### config.mk
export PLATFORM = sky130hd
export DESIGN_NAME = inst_mem_loader
export DESIGN_NICKNAME = d
export VERILOG_FILES = /design/src/rtl/inst_mem_loader_pkg.sv /design/src/rtl/inst_mem_loader_word_byte_ser.sv /design/src/rtl/inst_mem_loader.sv
export SDC_FILE = /design/constraint.sdc
export NUM_CORES = 1
export LEC_CHECK = 0
export ABC_CLOCK_PERIOD_IN_PS = 2500
export CAP_MARGIN = 20
export CORE_MARGIN = 3
export CORE_UTILIZATION = 45
export DETAILED_ROUTE_END_ITERATION = 8
export PLACE_DENSITY = 0.84
export SETUP_SLACK_MARGIN = 0.02
export SYNTH_ARGS = -nofsm -noshare
export SYNTH_HDL_FRONTEND = slang
export SYNTH_SLANG_ARGS = --single-unit
export TNS_END_PERCENT = 20
### constraint.sdc
create_clock -name clk -period 2.5 [get_ports clk]
set_clock_uncertainty 0.1 [all_clocks]
set_input_delay 0.5 -clock clk [delete_from_list [all_inputs] [get_ports clk]]
set_output_delay 0.5 -clock clk [all_outputs]
set_load 0.005 [all_outputs]
### src/rtl/inst_mem_loader_pkg.sv
// Shared definitions for the instruction-memory loader: FSM encoding, word geometry
// and the big-endian byte selector.
package inst_mem_loader_pkg;

  typedef enum logic [1:0] {
    ST_IDLE  = 2'd0,
    ST_WAIT  = 2'd1,
    ST_WRITE = 2'd2,
    ST_FULL  = 2'd3
  } state_t;

  localparam int BYTES_PER_WORD  = 4;
  localparam int DEF_DEPTH_BYTES = 32;
  localparam int DEF_WORDS       = DEF_DEPTH_BYTES / BYTES_PER_WORD;

  // Byte 0 is the most significant byte of the word (big-endian memory layout).
  function automatic logic [7:0] get_byte(input logic [31:0] w, input logic [1:0] idx);
    logic [7:0] b;
    case (idx)
      2'd0:    b = w[31:24];
      2'd1:    b = w[23:16];
      2'd2:    b = w[15:8];
      default: b = w[7:0];
    endcase
    return b;
  endfunction

endpackage

### src/rtl/inst_mem_loader_word_byte_ser.sv
// Word capture register and byte index; presents the byte that follows the one
// currently on the memory write bus, and flags when the final byte is on the bus.
module inst_mem_loader_word_byte_ser
  import inst_mem_loader_pkg::*;
(
  input  logic        clk,
  input  logic        rst,
  input  logic        load,
  input  logic        advance,
  input  logic [31:0] word_in,
  output logic [1:0]  nxt_idx,
  output logic [7:0]  nxt_byte,
  output logic        last
);

  logic [31:0] word;
  logic [1:0]  idx;

  always_ff @(posedge clk or posedge rst) begin
    if (rst) begin
      idx <= '0;
    end else if (load) begin
      idx <= '0;
    end else if (advance) begin
      idx <= idx + 2'd1;
    end
  end

  always_ff @(posedge clk) begin
    if (load) begin
      word <= word_in;
    end
  end

  assign nxt_idx  = idx + 2'd1;
  assign nxt_byte = get_byte(word, nxt_idx);
  assign last     = (idx == 2'd3);

endmodule

### src/rtl/inst_mem_loader.sv
// Program-load sequencer: accepts 32-bit words and writes them into the byte-wide
// instruction memory as four big-endian byte writes, stalling CPU fetch meanwhile.
module inst_mem_loader
  import inst_mem_loader_pkg::*;
#(
  parameter int ADDR_W      = 5,
  parameter int DEPTH_BYTES = DEF_DEPTH_BYTES
) (
  input  logic              clk,
  input  logic              rst,
  input  logic              load_start,
  input  logic              load_done,
  input  logic              in_valid,
  output logic              in_ready,
  input  logic [31:0]       in_data,
  output logic              mem_we,
  output logic [ADDR_W-1:0] mem_waddr,
  output logic [7:0]        mem_wdata,
  input  logic [ADDR_W-1:0] fetch_addr,
  output logic [ADDR_W-1:0] mem_raddr,
  output logic              fetch_stall,
  output logic              busy,
  output logic              full,
  output logic [3:0]        word_count
);

  localparam logic [3:0] WORDS_C = 4'(DEPTH_BYTES / BYTES_PER_WORD);

  state_t            state;
  logic [ADDR_W-1:0] wptr;
  logic              done_pend;
  logic              accept;
  logic [ADDR_W-1:0] base;
  logic [1:0]        ser_nxt_idx;
  logic [7:0]        ser_byte;
  logic              ser_last;

  assign in_ready    = (state == ST_WAIT);
  assign busy        = (state != ST_IDLE);
  assign fetch_stall = busy;
  assign mem_raddr   = fetch_addr;
  assign accept      = in_ready && in_valid;
  // A restart coinciding with an accept writes the word at the cleared pointer.
  assign base        = load_start ? '0 : wptr;

  inst_mem_loader_word_byte_ser u_ser (
    .clk      (clk),
    .rst      (rst),
    .load     (accept),
    .advance  (state == ST_WRITE),
    .word_in  (in_data),
    .nxt_idx  (ser_nxt_idx),
    .nxt_byte (ser_byte),
    .last     (ser_last)
  );

  function automatic logic [3:0] sat_inc(input logic [3:0] c);
    return (c >= WORDS_C) ? WORDS_C : c + 4'd1;
  endfunction

  always_ff @(posedge clk or posedge rst) begin
    if (rst) begin
      state      <= ST_IDLE;
      wptr       <= '0;
      word_count <= '0;
      done_pend  <= 1'b0;
      mem_we     <= 1'b0;
      mem_waddr  <= '0;
      mem_wdata  <= '0;
      full       <= 1'b0;
    end else begin
      case (state)
        ST_IDLE: begin
          if (load_start) begin
            state      <= ST_WAIT;
            wptr       <= '0;
            word_count <= '0;
            done_pend  <= 1'b0;
          end
        end
        ST_WAIT: begin
          if (in_valid) begin
            // First byte goes out straight from the input so writes start next cycle.
            state     <= ST_WRITE;
            mem_we    <= 1'b1;
            mem_waddr <= base;
            mem_wdata <= get_byte(in_data, 2'd0);
            done_pend <= load_done;
            if (load_start) begin
              wptr       <= '0;
              word_count <= '0;
            end
          end else if (load_start) begin
            wptr       <= '0;
            word_count <= '0;
            done_pend  <= 1'b0;
          end else if (load_done) begin
            state <= ST_IDLE;
          end
        end
        ST_WRITE: begin
          if (ser_last) begin
            mem_we     <= 1'b0;
            wptr       <= wptr + ADDR_W'(BYTES_PER_WORD);
            word_count <= sat_inc(word_count);
            done_pend  <= 1'b0;
            if (sat_inc(word_count) == WORDS_C) begin
              state <= ST_FULL;
              full  <= 1'b1;
            end else if (done_pend || load_done) begin
              state <= ST_IDLE;
            end else begin
              state <= ST_WAIT;
            end
          end else begin
            mem_waddr <= {wptr[ADDR_W-1:2], ser_nxt_idx};
            mem_wdata <= ser_byte;
            if (load_done) begin
              done_pend <= 1'b1;
            end
          end
        end
        ST_FULL: begin
          if (load_start) begin
            state      <= ST_WAIT;
            full       <= 1'b0;
            wptr       <= '0;
            word_count <= '0;
            done_pend  <= 1'b0;
          end else if (load_done) begin
            state <= ST_IDLE;
            full  <= 1'b0;
          end
        end
        default: state <= ST_IDLE;
      endcase
    end
  end

endmodule
== Word-level counts from Yosys, hierarchy flattened ==
Cells that the tools add are included.

* Flip-flop bits (word level): 61
* Bits of input ports: 42
* Output and inout port bits: 27
* Logic and storage cells: 83

* Add/subtract/negate cells: 3
* Magnitude comparators: 1
* Equality and inequality tests: 16
* Mux-type cells: 38
* Reduce and logical (&&, ||, !) cells: 15

{| class="wikitable"
|+ Operators by type and width
! kind !! number
|-
| $pmux W8 S3 || 1
|-
| $mux W5 || 4
|-
| $pmux W5 S2 || 2
|-
| $mux W2 || 9
|-
| $mux W8 || 2
|-
| $pmux W8 S2 || 1
|-
| $mux W4 || 3
|-
| $mux W1 || 11
|-
| $ne A2 B2 Y1 const B || 5
|-
| $ne A3 B3 Y1 const B || 3
|-
| $reduce_and A3 Y1 || 3
|-
| $eq A2 B2 Y1 const B || 4
|-
| $pmux W2 S4 || 1
|-
| $pmux W4 S2 || 1
|-
| $reduce_bool A2 Y1 || 4
|-
| $add A5 B3 Y5 const B || 1
|-
| $add A4 B1 Y4 const B || 1
|-
| $eq A2 B1 Y1 const B || 2
|-
| $eq A4 B4 Y1 const B || 1
|-
| $ge A4 B4 Y1 const B || 1
|-
| $logic_not A2 Y1 || 2
|-
| $pmux W1 S2 || 2
|-
| $reduce_and A4 Y1 || 1
|-
| $pmux W1 S3 || 1
|-
| other kinds (7) || 7
|}

== Depth between registers and ports, before layout ==
* Depth after elaboration: 6
* Depth in mapped cells: 9
* Depth with buffers taken out: 6

== By module ==
Synthesis repeated with hierarchy kept, for this count alone.

* Cell total of the unflattened synthesis: 227
* Area, all modules: 2845.2 um^2

{| class="wikitable"
|+ By module, submodules not included
! module !! instances !! cells each !! area an instance (um^2) !! seq. area each (um^2)
|-
| inst_mem_loader || 1 || 154 || 1522.7 || 675.6
|-
| inst_mem_loader_word_byte_ser || 1 || 73 || 1322.5 || 1011.0
|}

== Least setup slack after synthesis ==
OpenSTA, ideal clock, no wires.

* Kind: register to register
* From: register state[1]
* To: register done_pend
* Library setup time: 121 ps
* Arrival time: 1997 ps
* Required time: 2279 ps
* Path slack: 282 ps
* Cell stages (with the launch flop): 7
* Path buffers: 0
* Period minus slack after synthesis: 2218 ps
* Cell sequence: dfrtp_1 -> inv_1 -> ha_1 -> nand2_1 -> inv_1 -> o32ai_1 -> a22o_1

{| class="wikitable"
|+ RTL lines
! what !! line !! RTL
|-
| start, declared || inst_mem_loader.sv:29 || <nowiki>state_t state;</nowiki>
|-
| start signal, assigned || inst_mem_loader.sv:63 || <nowiki>state <= ST_IDLE;</nowiki>
|-
| start signal, assigned || inst_mem_loader.sv:75 || <nowiki>state <= ST_WAIT;</nowiki>
|-
| start signal, assigned || inst_mem_loader.sv:84 || <nowiki>state <= ST_WRITE;</nowiki>
|-
| $eq A2 B1 Y1 || -- ||
|-
| net in_ready || inst_mem_loader.sv:14 || <nowiki>output logic in_ready,</nowiki>
|-
| $pmux W1 S3 || inst_mem_loader.sv:72 || <nowiki>case (state)</nowiki>
|-
| end signal, assigned || inst_mem_loader.sv:88 || <nowiki>done_pend <= load_done;</nowiki>
|-
| end, declared || inst_mem_loader.sv:31 || <nowiki>logic done_pend;</nowiki>
|}

The timed path passes the listed nets, and every way through them passes these cells.
A chain may end at the register's enable or synchronous reset.

== Worst setup path after layout ==
* From: register state[1]
* To: output in_ready

* Longest elaborated chain between the ends: 1

{| class="wikitable"
|+ RTL lines
! what !! line !! RTL
|-
| $eq A2 B1 Y1 || inst_mem_loader.sv:38 || <nowiki>assign in_ready = (state == ST_WAIT);</nowiki>
|-
| end, declared || inst_mem_loader.sv:14 ||
|}

No other way between the ends.

==> results_dict.tcl <==
set metrics [dict create \
    max-vdd-ir-drop_mv 0.615 \
    cts_resized 0 \
    max_stage_delay_ns 0.55 \
    grt_pass1_vias 1937 \
    tritoncts "yes" \
    synth-compound-area-share_pct 15.5 \
    root_buffer "clkbuf_8" \
    insertion_delay_ns 0.33 \
    dominantRegCellSynth "edfxtp_1" \
    grt_overflow 0 \
    syn_nets 282 \
    ys_seq_elements 61 \
    tightest_slew_ns 0.552 \
    fmax_ghz 0.428 \
    place_congestion 0.836 \
    synthTopCellsByArea "edfxtp_1 (35%), dfrtp_1 (26%), ha_1 (6.3%), mux2i_1 (3.2%), o21ai_0 (3.1%)" \
    slew_violations 0 \
    clkTransAtPathRegs_ns 0.06 \
    netlist.area_leader.share_pct 34.5 \
    critPathLaunch "state[1]$_DFFE_PP0P_" \
    cap_violations 0 \
    arrival_ns 1.74 \
    ys_types 35 \
    port_buffers 58 \
    required_ns 1.90 \
    drive_gt1_share_pct 8.71 \
    yosys_warnings 0 \
    dp_hpwl_um 3990 \
    cts-buffers-inserted 9 \
    synthAdderAreaFrac_pct 6.29 \
    synthXorXnorAreaFrac_pct 0.629 \
    hp-class "reg -> reg" \
    vias 1938 \
    setup_viol 0 \
    met3_length_um 333 \
    met1_length_um 2480 \
    synth.avg_cell_area_um2 12.3 \
    fin_crit_sh_pct 93.6 \
    htreeDepth 3 \
    netlist_area_um2 2780 \
    timing.critical_path.to "in_ready" \
    synth_most_common_cell "edfxtp_1" \
    cts.sinks 61 \
    leakage_uw 0.00141 \
    crit_type "reg -> out" \
    avgViaCountPerCell 5.35 \
    die_area_um2 7160 \
    core_area_um2 5960 \
    initial_core_util_pct 46.7 \
    cts_setup_buffers 0 \
    die_w_um 84.6 \
    critPathMaxFanout 7 \
    seq_area_frac_synth_pct 60.6 \
    synthTopCellsByCount "edfxtp_1 (32), dfrtp_1 (29), nand2_1 (17), nor2_1 (17), o21ai_0 (17)" \
    synth_top_cell_by_area "edfxtp_1" \
    max-clock-path-buffers 2 \
    grt_first_pass_wirelength_um 9650 \
    synth_simple_gate_area_share_pct 7.33 \
    route.detailed.drc 0 \
    grt_max_degree 36 \
    reg2reg_slack_ns 0.46 \
    end_kind "output pin" \
    slew_headroom_pct 63.2 \
    drtIter0Drc 191 \
    ant_nets 0 \
    pwr_density_cell_nw_per_um2 962 \
    min_period_ns 2.34 \
    antenna_found_initial 0 \
    worst_path_max_delay_cell "clkdlybuf4s50_1" \
    rsz0062_at_grt "no" \
    async_flop_share_pct 47.5 \
    ioPinCount 69 \
    wl_met2_um 2920 \
    n_antenna_cell 0 \
    crit-reg2reg-launch "state[0]$_DFFE_PP0P_" \
    die_y_um 84.6 \
    cp-start-kind "flop" \
    syn_inst 226 \
    synth_top_family_by_area "compound AO/OA/AOI/OAI gates" \
    layout.nets 338 \
    synth_edf_count 32 \
    status "complete, no violations" \
    cts_hold_buf 0 \
    setup_tns_ns 0 \
    path_cells "inv_1 -> ha_1 -> clkdlybuf4s50_1" \
    p_total_uw 3470 \
    r2r-end "mem_waddr[3]$_DFFE_PP0P_" \
    wl_um 5900 \
    drtPass1Iterations 4 \
    wl_per_cell_um 16.3 \
    worstRegToRegCells 7 \
    rows 28 \
    synth.area.mux_share_pct 4.05 \
    top_layer "met4" \
    synthToLayoutAreaGrowth_pct 29.5 \
    track_usage_pct 17.2 \
    hold_violations 0 \
    hold_ws_ns 0.389 \
]
==> layout make-up <==
type / instances / area [um2]
clock inverters: 6 / 77.6
repair buffers: 62 / 623
multi-input cells: 133 / 940
fillers: 483 / 2350
clock buffers: 10 / 128
well taps: 75 / 93.8
flip-flops and latches: 61 / 1690
inverters: 15 / 56.3
==> through the flow <==
stage	setup WS, ns	area [um2]	instances	utilization, %
final	0.161	3600	362	60.5
after global routing	0.0390	3600	362	60.5
after CTS	0.130	3600	362	60.5
after detailed placement	0.435	3400	346	57.1
after global placement	0.501	3400	346	57.1
after floorplan	0.282	2780	226	-
==> logic make-up after synthesis <==
kind of cell / after synthesis
fa+ha+maj: 14
mux: 11
flops: 61
buf+inv: 32
compound gates: 61
simple gates: 45
xor+xnor: 2
==> layout by cell type, fill, tap and decap left out, types with 4 or more instances in the layout <==
master,instances
clkdlybuf4s50_1,58
edfxtp_1,32
dfrtp_1,29
nand2_1,17
o21ai_0,17
nor2_1,17
inv_1,15
ha_1,14
a21oi_1,13
mux2i_1,9
clkbuf_8,9
a222oi_1,8
nand2b_1,4
a22oi_1,4
a22o_1,4
==> layer usage <==
metal  up-vias  global-route usage (%)
met5         -                       0
met4         0                    8.35
met3        15                    3.53
met2        74                    27.5
met1       919                    22.5
li1        930                       -
==> worst min path at each step <==
| stage | start | end | slack, ns | cells past startpoint |
|---|---|---|---|---|
| 2_1_floorplan | wptr[0]$_DFFE_PP0P_ | wptr[0]$_DFFE_PP0P_ | 0.36 | 1 |
| 4_1_cts | wptr[1]$_DFFE_PP0P_ | wptr[1]$_DFFE_PP0P_ | 0.39 | 1 |
| 5_1_grt | done_pend$_DFFE_PP0P_ | done_pend$_DFFE_PP0P_ | 0.42 | 1 |
| 3_3_place_gp | wptr[0]$_DFFE_PP0P_ | wptr[0]$_DFFE_PP0P_ | 0.37 | 1 |
| 6_report | wptr[1]$_DFFE_PP0P_ | wptr[1]$_DFFE_PP0P_ | 0.39 | 1 |
| 3_5_place_dp | wptr[1]$_DFFE_PP0P_ | wptr[1]$_DFFE_PP0P_ | 0.38 | 1 |
==> where the power goes <==
| part | leakage, uW | switching [uW] | internal (uW) | total [uW] |
|---|---|---|---|---|
| combinational | 0.000635 | 585 | 535 | 1120 |
| clock | 0.000105 | 380 | 552 | 932 |
| sequential | 0.000670 | 109 | 1310 | 1410 |
| total | 0.00141 | 1070 | 2390 | 3470 |
==> flip-flops by register name, summed over array words and instances, names as in the netlist <==
| name | count |
|---|---|
| mem_we | 1 |
| done_pend | 1 |
| u_ser.word | 32 |
| u_ser.idx | 2 |
| mem_wdata | 8 |
| state | 2 |
| wptr | 5 |
| mem_waddr | 5 |
| word_count | 4 |
| full | 1 |
==> critical path: cells and delay by family (launching register included) <==
kind | cells | cell delay, ns
buffers and inverters | 2 | 0.68
adder cells (fa/ha/maj) | 1 | 0.30
flip-flops | 1 | 0.43
No activity file was read; power rests on OpenSTA's default activity.
